**config.mk**
```make
export PLATFORM = sky130hd
export DESIGN_NAME = serial_adder
export DESIGN_NICKNAME = d
export VERILOG_FILES = /design/src/rtl/serial_adder.sv
export SDC_FILE = /design/constraint.sdc
export NUM_CORES = 1
export LEC_CHECK = 0
export ABC_CLOCK_PERIOD_IN_PS = 3460
export CAP_MARGIN = 20
export CORE_UTILIZATION = 54
export DETAILED_ROUTE_END_ITERATION = 6
export GPL_TIMING_DRIVEN = 0
export PLACE_DENSITY = 0.85
export SYNTH_ARGS = -nofsm -noshare
export SYNTH_HDL_FRONTEND = slang
export SYNTH_SLANG_ARGS = --single-unit
```
**constraint.sdc**
```tcl
create_clock -name clk -period 3.46 [get_ports clk]
set_input_delay 0.692 -clock clk [delete_from_list [all_inputs] [get_ports clk]]
set_output_delay 0.692 -clock clk [all_outputs]
set_load 0.02 [all_outputs]
```
**src/rtl/serial_adder.sv**
```systemverilog
// Bit-serial adder: one full-adder cell iterated LSB-first over WIDTH cycles,
// with parallel operand load on start and a registered result plus done pulse.

module full_adder (
    input  logic a,
    input  logic b,
    input  logic ci,
    output logic s,
    output logic co
);
    assign s  = a ^ b ^ ci;
    assign co = (a & b) | (ci & (a ^ b));
endmodule

module d_flip_flop (
    input  logic clk,
    input  logic rst_n,
    input  logic en,
    input  logic d,
    output logic q
);
    always_ff @(posedge clk) begin
        if (!rst_n) begin
            q <= 1'b0;
        end else if (en) begin
            q <= d;
        end
    end
endmodule

module serial_adder #(
    parameter int unsigned WIDTH = 8
) (
    input  logic             clk,
    input  logic             rst_n,
    input  logic             start,
    input  logic [WIDTH-1:0] a,
    input  logic [WIDTH-1:0] b,
    input  logic             c_in,
    output logic             busy,
    output logic             done,
    output logic [WIDTH-1:0] sum,
    output logic             c_out
);
    localparam int unsigned CNT_W = (WIDTH < 1) ? 1 : $clog2(WIDTH + 1);
    localparam logic [CNT_W-1:0] LAST_BIT = CNT_W'(WIDTH - 1);

    typedef enum logic [1:0] {
        IDLE  = 2'd0,
        SHIFT = 2'd1,
        DONE  = 2'd2
    } state_t;

    state_t           state;
    state_t           state_nxt;
    logic             busy_nxt;
    logic             done_nxt;

    logic [WIDTH-1:0] a_sr;
    logic [WIDTH-1:0] b_sr;
    logic [WIDTH-1:0] acc;
    logic [WIDTH-1:0] acc_nxt;
    logic [CNT_W-1:0] cnt;
    logic             carry;
    logic             carry_d;
    logic             carry_en;
    logic             fa_s;
    logic             fa_co;
    logic             load;
    logic             shift_en;
    logic             last;

    assign load     = (state == IDLE) && start;
    assign shift_en = (state == SHIFT);
    assign last     = shift_en && (cnt == LAST_BIT);

    full_adder u_fa (
        .a  (a_sr[0]),
        .b  (b_sr[0]),
        .ci (carry),
        .s  (fa_s),
        .co (fa_co)
    );

    // Carry is seeded with c_in on load, then follows the adder carry each bit.
    assign carry_en = load | shift_en;
    assign carry_d  = shift_en ? fa_co : c_in;

    d_flip_flop u_carry (
        .clk   (clk),
        .rst_n (rst_n),
        .en    (carry_en),
        .d     (carry_d),
        .q     (carry)
    );

    // New sum bit enters at the MSB so the LSB lands at bit 0 after WIDTH shifts.
    generate
        if (WIDTH == 1) begin : g_acc_one
            assign acc_nxt = fa_s;
        end else begin : g_acc_wide
            assign acc_nxt = {fa_s, acc[WIDTH-1:1]};
        end
    endgenerate

    always_ff @(posedge clk) begin
        if (!rst_n) begin
            a_sr <= '0;
            b_sr <= '0;
            acc  <= '0;
            cnt  <= '0;
        end else if (load) begin
            a_sr <= a;
            b_sr <= b;
            acc  <= '0;
            cnt  <= '0;
        end else if (shift_en) begin
            a_sr <= a_sr >> 1;
            b_sr <= b_sr >> 1;
            acc  <= acc_nxt;
            cnt  <= cnt + CNT_W'(1);
        end
    end

    // Result holding registers: updated only on the final bit.
    always_ff @(posedge clk) begin
        if (!rst_n) begin
            sum   <= '0;
            c_out <= 1'b0;
        end else if (last) begin
            sum   <= acc_nxt;
            c_out <= fa_co;
        end
    end

    always_ff @(posedge clk) begin
        if (!rst_n) begin
            state <= IDLE;
        end else begin
            state <= state_nxt;
        end
    end

    always_comb begin
        state_nxt = state;
        case (state)
            IDLE:    if (start) state_nxt = SHIFT;
            SHIFT:   if (cnt == LAST_BIT) state_nxt = DONE;
            DONE:    state_nxt = IDLE;
            default: state_nxt = IDLE;
        endcase
    end

    always_comb begin
        busy_nxt = 1'b0;
        done_nxt = 1'b0;
        if (state_nxt != IDLE) busy_nxt = 1'b1;
        if (state_nxt == DONE) done_nxt = 1'b1;
    end

    always_ff @(posedge clk) begin
        if (!rst_n) begin
            busy <= 1'b0;
            done <= 1'b0;
        end else begin
            busy <= busy_nxt;
            done <= done_nxt;
        end
    end
endmodule
```
==> PnR_summary.wiki <==
{| class="wikitable"
! Metric !! Value
|-
| GRT overflow || 0
|-
| Critical path data required time || 2770 ps
|-
| Worst hold-check slack || 466 ps
|-
| Worst Setup Start Kind || register
|-
| Number of buffers inserted by port buffering || 29
|-
| Vias per cell || 5.64
|-
| Fraction of post-synthesis cell area in the top cell type by area || 50.1%
|-
| Path category of the worst min-delay check || register to register
|-
| Violated checks || DRC
|-
| End of the critical path || sum[1]
|-
| Detailed Place HPWL || 2530 um
|-
| Area of the core || 2810 sq um
|-
| Pre-CTS setup slack || 1260 ps
|-
| First-pass iteration count of the detailed router || 7
|-
| Gate count of the mapped netlist || 194
|-
| Vias || 1472
|-
| Final count of hold timing violations || 0
|-
| Initial antenna violation count || 0
|-
| Number of levels in the clock H-tree || 2
|-
| Result of the run || complete, but fails checks
|-
| Chip height || 57.1 um
|-
| Max VDD drop || 0.343 mV
|-
| Synthesized Nets || 216
|-
| Terminus of the critical flop-to-flop path || acc[3]
|-
| Synth top area cells || sky130_fd_sc_hd__dfxtp_1, sky130_fd_sc_hd__nand2_1, sky130_fd_sc_hd__a21oi_1
|-
| Type of the worst setup path || register to output pin
|-
| Routed wirelength normalized by instance count || 13.7 um
|-
| Cell count of the worst reg-to-reg path || 5
|-
| Prevailing post-synth register cell || sky130_fd_sc_hd__dfxtp_1
|-
| Synth Register Bits || 41
|-
| Drt drc || 4
|-
| Core Rows || 19
|-
| Pin count of the biggest net entering global routing || 13
|-
| Routability congestion estimate || 0.830
|-
| Final Slew Violations || 0
|-
| Top Ports || 31
|-
| Critical R2R Launch || state[1]
|-
| Maximum clock frequency || 497 MHz
|-
| Number of clock sinks || 41
|-
| First-iteration detailed-routing DRC count || 99
|-
| Ant. Diodes || 0
|-
| Number of endpoints failing setup at the final stage || 0
|-
| EDFF count, synth || 0
|-
| Wirelength, routed || 3580 um
|-
| Global-route wire length before repair || 6250 um
|-
| Clock tree from TritonCTS || done
|-
| Crit path cell chain || clkdlybuf4s50_1
|-
| Average cell area after synthesis || 8.44 sq um
|-
| Number of max-cap violations || 0
|-
| Reported leakage power || 0.713 nW
|-
| Yosys top cell by area || sky130_fd_sc_hd__dfxtp_1
|-
| Post-synthesis cell type count || 29
|-
| Die Area || 3260 sq um
|-
| Share of synthesized area occupied by flip-flops and latches || 50.1%
|-
| Worst-path maximum fanout || 2
|-
| Power density over the cells || 451 nW/um^2
|-
| Cts-stage hold buffer count || 0
|-
| Data arrival, critical path || 1320 ps
|-
| Total chip power || 0.920 mW
|-
| Pin slew with the least headroom to its limit || 462 ps
|-
| Clock root buffer || sky130_fd_sc_hd__clkbuf_4
|-
| Post-route core utilization || 72.7%
|-
| Cell area after synthesis || 1640 sq um
|-
| Clk_skew || 3.15 ps
|-
| Smallest setup slack after layout || 1450 ps
|-
| Most frequent cells in the layout || sky130_fd_sc_hd__nand2_1, sky130_fd_sc_hd__dfxtp_1, sky130_fd_sc_hd__a21oi_1
|-
| Clock latency on the worst-skew pair || 350 ps
|-
| Cell type of the slowest stage on the worst timing path || sky130_fd_sc_hd__clkdlybuf4s50_1
|-
| Worst slew margin relative to its limit || 69.2%
|-
| Number of warnings printed during yosys synthesis || 0
|-
| Clock period minus worst slack || 2010 ps
|-
| Worst setup path start || sum[1]
|-
| RSZ-0062 raised after global routing || false
|-
| R2R setup slack || 2100 ps
|-
| Net count reported at finish || 252
|-
| Clock input transition at the sequential cells of the worst setup and hold paths || 110 ps
|-
| Post-route ant nets || 0
|-
| Fraction of layout cells with a size suffix above 1 || 7.39%
|-
| Commonest non-fill, non-tap cell in the layout || sky130_fd_sc_hd__nand2_1
|-
| Die X || 57.1 um
|-
| CP endpoint kind || output pin
|-
| Buffers plus inverters on the worst setup path || 1
|-
| Post CTS Setup Buffer Count || 0
|-
| Longest Clk Path Bufs || 2
|-
| Initial Utilization || 58.4%
|-
| Setup TNS || 0 ps
|-
| Delay contributed by the slowest stage of the critical path || 610 ps
|-
| Crit share post-route || 58.1%
|-
| Number of global-route vias before repair || 1494
|-
| FFs w/ async S/R, synth || 0%
|-
| Area growth, synth to finish || 24.5%
|-
| Total global-route track usage || 24.9%
|-
| Crit path max-delay family || buffers and inverters
|-
| Number of fill cells || 234
|-
| Number of buffers created by CTS || 5
|-
| Logic depth of the worst setup path including buffers || 1
|-
| Total of cells resized after clock tree synthesis || 0
|}
==> worst min-delay path by stage <==
stage | slack, ps | cells after the start | endpoint | startpoint
floorplan | 430 | 2 | b_sr[1] | b_sr[2]
global placement | 440 | 2 | a_sr[2] | a_sr[3]
detailed placement | 450 | 2 | b_sr[3] | b_sr[4]
CTS | 460 | 2 | b_sr[3] | b_sr[4]
global route | 480 | 2 | b_sr[2] | b_sr[3]
finish | 470 | 2 | b_sr[4] | b_sr[5]
==> worst reg2reg max path: cells and delay by family, from the launching register on <==
kind                   cells  cell delay, ps
AND/OR/NAND/NOR            2             470
flip-flops                 1             380
buffers and inverters      2             350
AO/OA/AOI/OAI              1              60
==> where the power goes <==
part / switching, mW / leakage [nW] / internal, mW
sequential: 0.0132 / 0.335 / 0.493
combinational: 0.0609 / 0.337 / 0.0526
clock: 0.152 / 0.0410 / 0.147
total: 0.226 / 0.713 / 0.693
==> layout make-up <==
| cell class | count | area, sq um | area share (%) |
|---|---|---|---|
| inverter | 2 | 7.51 | 0.368 |
| timing repair buffer | 29 | 290 | 14.2 |
| buffer | 13 | 71.3 | 3.50 |
| clock buffer | 5 | 37.5 | 1.84 |
| multi-input combinational | 138 | 738 | 36.2 |
| sequential | 41 | 821 | 40.2 |
| clock inverter | 2 | 35.0 | 1.72 |
| tap | 31 | 38.8 | 1.90 |
==> registers in the layout, indices dropped and copies added (netlist names) <==
register,flops
b_sr,8
c_out,1
acc,7
cnt,4
sum,8
done,1
u_carry.q,1
a_sr,8
busy,1
state,2
==> per-layer routing <==
| metal | vias to the layer above | global-route usage (%) | wire length, um |
|---|---|---|---|
| met2 | 48 | 44.0 | 1760 |
| li1 | 728 | - | - |
| met3 | 6 | 6.12 | 225 |
| met5 | - | 0 | 0 |
| met1 | 690 | 29.8 | 1550 |
| met4 | 0 | 8.01 | 42 |
==> through the flow <==
step,area (sq um),instances
detailed placement,1970,254
finish,2040,261
floorplan,1640,194
CTS,2040,261
global placement,1970,254
global route,2040,261
==> cells by family after synthesis <==
family          synth area share (%)
compound gates                  18.5
xor+xnor                        1.07
fa+ha+maj                       1.99
buf+inv                         4.81
flops                           50.1
mux                             5.50
simple gates                    18.0
==> synthesized netlist by cell type, drive strengths merged, types with 3 or more instances <==
cell,count
clkbuf,4
nor2,3
o21ai,16
a21oi,32
nand2,50
and2,3
dfxtp,41
mux2i,9
o22ai,4
buf,9
nand3,3
(Power assumes the default switching activity.)
==> variant 1, RTL diff (config.mk and constraints unchanged) <==
`WIDTH`: 8 -> 16.
--- a/src/rtl/serial_adder.sv
+++ b/src/rtl/serial_adder.sv
@@ -31,3 +31,3 @@
 module serial_adder #(
-    parameter int unsigned WIDTH = 8
+    parameter int unsigned WIDTH = 16
 ) (
Interface: changed (resized a, b and sum); port bits go from 31 to 55. The function was not compared with the original's and may differ.
==> variant 1 against the original RTL <==
Setup slack better by 0.011 ns. Clock power is 91% higher. Cell area is 79% higher. Sequential share of layout area is 0.43 points higher. Worst hold slack worse by 0.012 ns. Routed wire length is 68% higher. Area after synthesis is 74% higher. Count of clock-buffer cells in the layout is 8 higher. Sequential cell count is 33 higher. Via count is 71% higher. Power is 84% higher. Die area is 71% higher. Final cell count is 79% higher. Synthesized cell count is 70% higher.
==> variant 1: results (changes against the original RTL) <==
[global_routing]
grtUsageTotal = 0.241  ; -0.00862
grt_max_degree = 11  ; -2
grt_pass1_vias = 2273  ; +52%
grt_pass1_wl_um = 9960  ; +59%
antenna_found_initial = 0  ; unchanged

[yosys]
ys_top_cells_by_count = a21oi_1 (76), dfxtp_1 (74), nand2_1 (63)
yosysTopAreaCellShare = 0.519  ; +0.0177
synth_top_flop_cell = dfxtp_1
seq_area_frac_synth = 0.519  ; +0.0177
synthArstFlopShare = 0  ; unchanged
synth.distinct_cells = 32  ; +10%
syn_avg_cell_area_um2 = 8.68  ; +2.8%
synthTopCellsByArea = dfxtp_1 (52%), a21oi_1 (13%), nand2_1 (8.3%)
synth_nets = 368  ; +70%
yosysWarningCount = 0  ; unchanged
synth_enable_flop_cells = 0  ; unchanged

[critical_path]
cp_slowest_cell = clkdlybuf4s50_1
crit_fanout = 10  ; +8
cp.arrival_ns = 2.23  ; +0.91 ns
cp_slowest_stage_delay_ns = 0.54  ; -0.07 ns
critPathTopFamily = buffers and inverters
worst-path-buf-inv = 2  ; +1

[clock_network]
htree_levels = 3  ; +1
post_cts_buffers = 0  ; unchanged
clock_latency_ns = 0.34
ctsRootBufferMaster = clkbuf_8
ctsResizeCount = 0  ; unchanged
clk_path_buf_depth = 2  ; unchanged
clkTransAtPathRegs_ns = 0.07  ; -0.04 ns
numCtsBuffers = 9  ; +4

[placed_design]
routabilityCongestion = 0.779  ; -6.2%
io_buffers = 54  ; +86%
placed_cell_area_um2 = 3480  ; +77%
place_ws_ns = 1.10  ; -0.155 ns
dpl.cell_count = 453  ; +78%
place_hpwl_um = 4290  ; +70%

[route]
drt_iter0_markers = 89  ; -10%
first_pass_iters = 4  ; -3
wl_per_cell_um = 12.9  ; -6.1%
vias = 2513  ; +71%
wirelength_um = 6010  ; +68%

[cells_and_area]
diodes = 0  ; unchanged
drive_gt1_frac = 0.0808  ; +0.00690
layout.nets = 433  ; +72%
reg.largest.list = a_sr x16, b_sr x16, sum x16

[die]
core-area_um2 = 5110  ; +82%

[worst_hold_path]
hold_class = register to register

[timing]
skew_ns = 0.00426  ; +0.00110 ns
maxSlewHeadroom = 0.665  ; -0.0265

[run_status]
run_status = complete, no violations

[power_and_ir_drop]
leakage_uw = 0.00130  ; +83%
ir_drop_v = 0.000291  ; -15%

[variant 1: power by group]
| part | leakage, uW | internal [uW] | switching [uW] |
|---|---|---|---|
| Clock | 0.0000815 | 288 | 284 |
| Sequential | 0.000605 | 891 | 21.0 |
| Combinational | 0.000616 | 95.3 | 109 |
| Total | 0.00130 | 1270 | 414 |
[variant 1: path summary, 6_finish.rpt]
| kind | start | end | slack (ns) | depth (start not counted) |
|---|---|---|---|---|
| setup / recovery | start | a_sr[9] | 1.46 | 5 |
| hold reg to reg | a_sr[6] | a_sr[5] | 0.45 | 2 |
| hold / removal | a_sr[6] | a_sr[5] | 0.45 | 2 |
| setup reg to reg | cnt[0] | sum[11] | 1.71 | 6 |
[variant 1: per-layer routing]
metal | GRT usage | up-vias | share of wire
met5 | 0 | - | 0
met4 | 0.122 | 0 | 0.021
met3 | 0.0669 | 12 | 0.039
met2 | 0.404 | 67 | 0.49
met1 | 0.282 | 1166 | 0.45
li1 | - | 1268 | -
[variant 1: final cells by class]
class	count	area, um^2
timing repair buffer	54	541
sequential	74	1480
tap	70	87.6
buffer	28	164
clock buffer	13	159
fill	441	1470
inverter	4	15.0
multi-input combinational	223	1190
[variant 1: logic make-up (layout without fill, tap and decap cells)]
| kind of cell | Yosys count | in the layout | share of synthesized area |
|---|---|---|---|
| xor+xnor | 2 | 2 | 0.00614 |
| buf+inv | 32 | 99 | 0.0627 |
| flops | 74 | 74 | 0.519 |
| compound gates | 135 | 135 | 0.267 |
| fa+ha+maj | 3 | 3 | 0.0158 |
| simple gates | 83 | 83 | 0.129 |
[variant 1: worst register-to-register path: cells and delay by family, from the launching register on]
family / cells / cell delay, ns
compound gates: 2 / 0.51
flops: 1 / 0.34
buf+inv: 1 / 0.20
simple gates: 1 / 0.18
fa+ha+maj: 2 / 0.47
==> variant 2, RTL diff (same settings) <==
Without the edit above. Reset style: asynchronous (`rst_n`), changed in 5 clocked blocks.
--- a/src/rtl/serial_adder.sv
+++ b/src/rtl/serial_adder.sv
@@ -21,3 +21,3 @@
 );
-    always_ff @(posedge clk) begin
+    always_ff @(posedge clk or negedge rst_n) begin
         if (!rst_n) begin
@@ -105,3 +105,3 @@
 
-    always_ff @(posedge clk) begin
+    always_ff @(posedge clk or negedge rst_n) begin
         if (!rst_n) begin
@@ -125,3 +125,3 @@
     // Result holding registers: updated only on the final bit.
-    always_ff @(posedge clk) begin
+    always_ff @(posedge clk or negedge rst_n) begin
         if (!rst_n) begin
@@ -135,3 +135,3 @@
 
-    always_ff @(posedge clk) begin
+    always_ff @(posedge clk or negedge rst_n) begin
         if (!rst_n) begin
@@ -160,3 +160,3 @@
 
-    always_ff @(posedge clk) begin
+    always_ff @(posedge clk or negedge rst_n) begin
         if (!rst_n) begin
Formal check against the unedited RTL: differs if rst_n is asserted again (counterexample within 4 cycles, from zero or initial values and one cycle with rst_n low); with rst_n held inactive, the same outputs for 10 cycles.
==> variant 2 against the original RTL <==
The run still ends with DRC left. Fmax shrank 3.0%. Synthesized cell count shrank 21%. Setup slack lost 0.063 ns. Core utilization grew 1.6 points. Sequential cell count is the same. Area after synthesis grew 2.6%. Cell area grew 4.0%. Routed wire length shrank 8.8%. Die area grew 2.5%. Critical endpoint is now a_sr[5].
Power is not compared: it rests on default switching activity, and its combinational part moved more than twofold at a synthesized area within 25%.
==> variant 2: results (changes against the original RTL) <==
[run_status]
run_status = finished with violations
violations = DRC

[global_routing]
use_met2 = 0.389  ; -0.0516
grt_use_met3 = 0.0692  ; +0.00797
grt_max_degree = 42  ; +29
grt_pass1_wl_um = 5580  ; -11%
grt_use_met1 = 0.269  ; -0.0284
grtUsageTotal = 0.224  ; -0.0250

[yosys]
synth.distinct_cells = 23  ; -21%
synthArstFlopShare = 1.00  ; +1.00
yosys.area_share.xor_xnor = 0  ; -0.0107
synth_nets = 176  ; -19%
synthTopCellsByArea = dfrtp_1 (61%), nand2_1 (10%), a22oi_1 (6.3%)
ys_top_cells_by_count = nand2_1 (47), dfrtp_1 (41), a22oi_1 (14)
synth-compound-area-share = 0.0961  ; -0.0888
seq_area_frac_synth = 0.611  ; +0.109
syn_inst = 154  ; -21%

[route]
wl_per_cell_um = 14.7  ; +6.8%
drt_iter0_markers = 72  ; -27%
route.detailed.drc = 1  ; -3
wl_met1_um = 1440  ; -7.0%
wirelength_um = 3270  ; -8.8%
wl_met3_um = 123  ; -45%

[critical_path]
crit_fanout = 10  ; +8

[cells_and_area]
drive_gt1_frac = 0.104  ; +0.0303
layout.nets = 213  ; -15%

[placed_design]
place_hpwl_um = 2280  ; -9.7%
io_buffers = 30  ; +3.4%
dpl.cell_count = 215  ; -15%
place_ws_ns = 1.05  ; -0.209 ns

[timing]
maxSlewHeadroom = 0.414  ; -0.278

[worst_hold_path]
hold_class = input pin to asynchronous set/reset pin

-- variant 2: logic make-up after synthesis --
group                      count (synthesis)
AOI/OAI and AO/OA                         23
adders and majority gates                  2
buffers and inverters                     13
DFF                                       41
muxes                                     10
and+or+nand+nor                           65
-- variant 2: power by group through the flow --
stage	clock network (uW)	logic, uW	registers (uW)
floorplan	0	379	847
global placement	0	649	796
detailed placement	0	682	812
CTS	395	687	803
global route	408	759	825
finish	386	680	802
-- variant 2: cell type report --
| class | count | area [um^2] |
|---|---|---|
| timing repair buffer | 30 | 295 |
| clock inverter | 3 | 68.8 |
| fill | 207 | 732 |
| tap | 31 | 38.8 |
| multi-input combinational | 100 | 598 |
| sequential | 41 | 1030 |
| inverter | 6 | 22.5 |
| buffer | 7 | 33.8 |
| clock buffer | 5 | 37.5 |
-- variant 2: critical path, stage by stage --
cell	delay, ns
clkdlybuf4s50_1	0.51
nor3b_2	0.46
clkbuf_1	0.42
a22oi_1	0.18
nand2_1	0.10
-- variant 2: path summary, 6_finish.rpt --
check,startpoint,to,slack [ns],cells after the start
hold reg to reg,a_sr[2],a_sr[2],0.49,2
min in group clk,a_sr[2],a_sr[2],0.49,2
setup reg to reg,state[1],sum[1],1.71,4
hold / removal,rst_n,u_carry.q,0.44,1
max in group asynchronous,rst_n,b_sr[5],2.47,1
setup / recovery,start,a_sr[5],1.39,5
-- variant 2: through the flow --
stage | power, uW | hold slack (ns) | cell area, um^2
6_report | 1870 | 0.443 | 2120
2_1_floorplan | 1230 | 0.396 | 1680
3_5_place_dp | 1490 | 0.468 | 2010
4_1_cts | 1880 | 0.447 | 2120
5_1_grt | 1990 | 0.497 | 2120
3_3_place_gp | 1450 | 0.458 | 2020
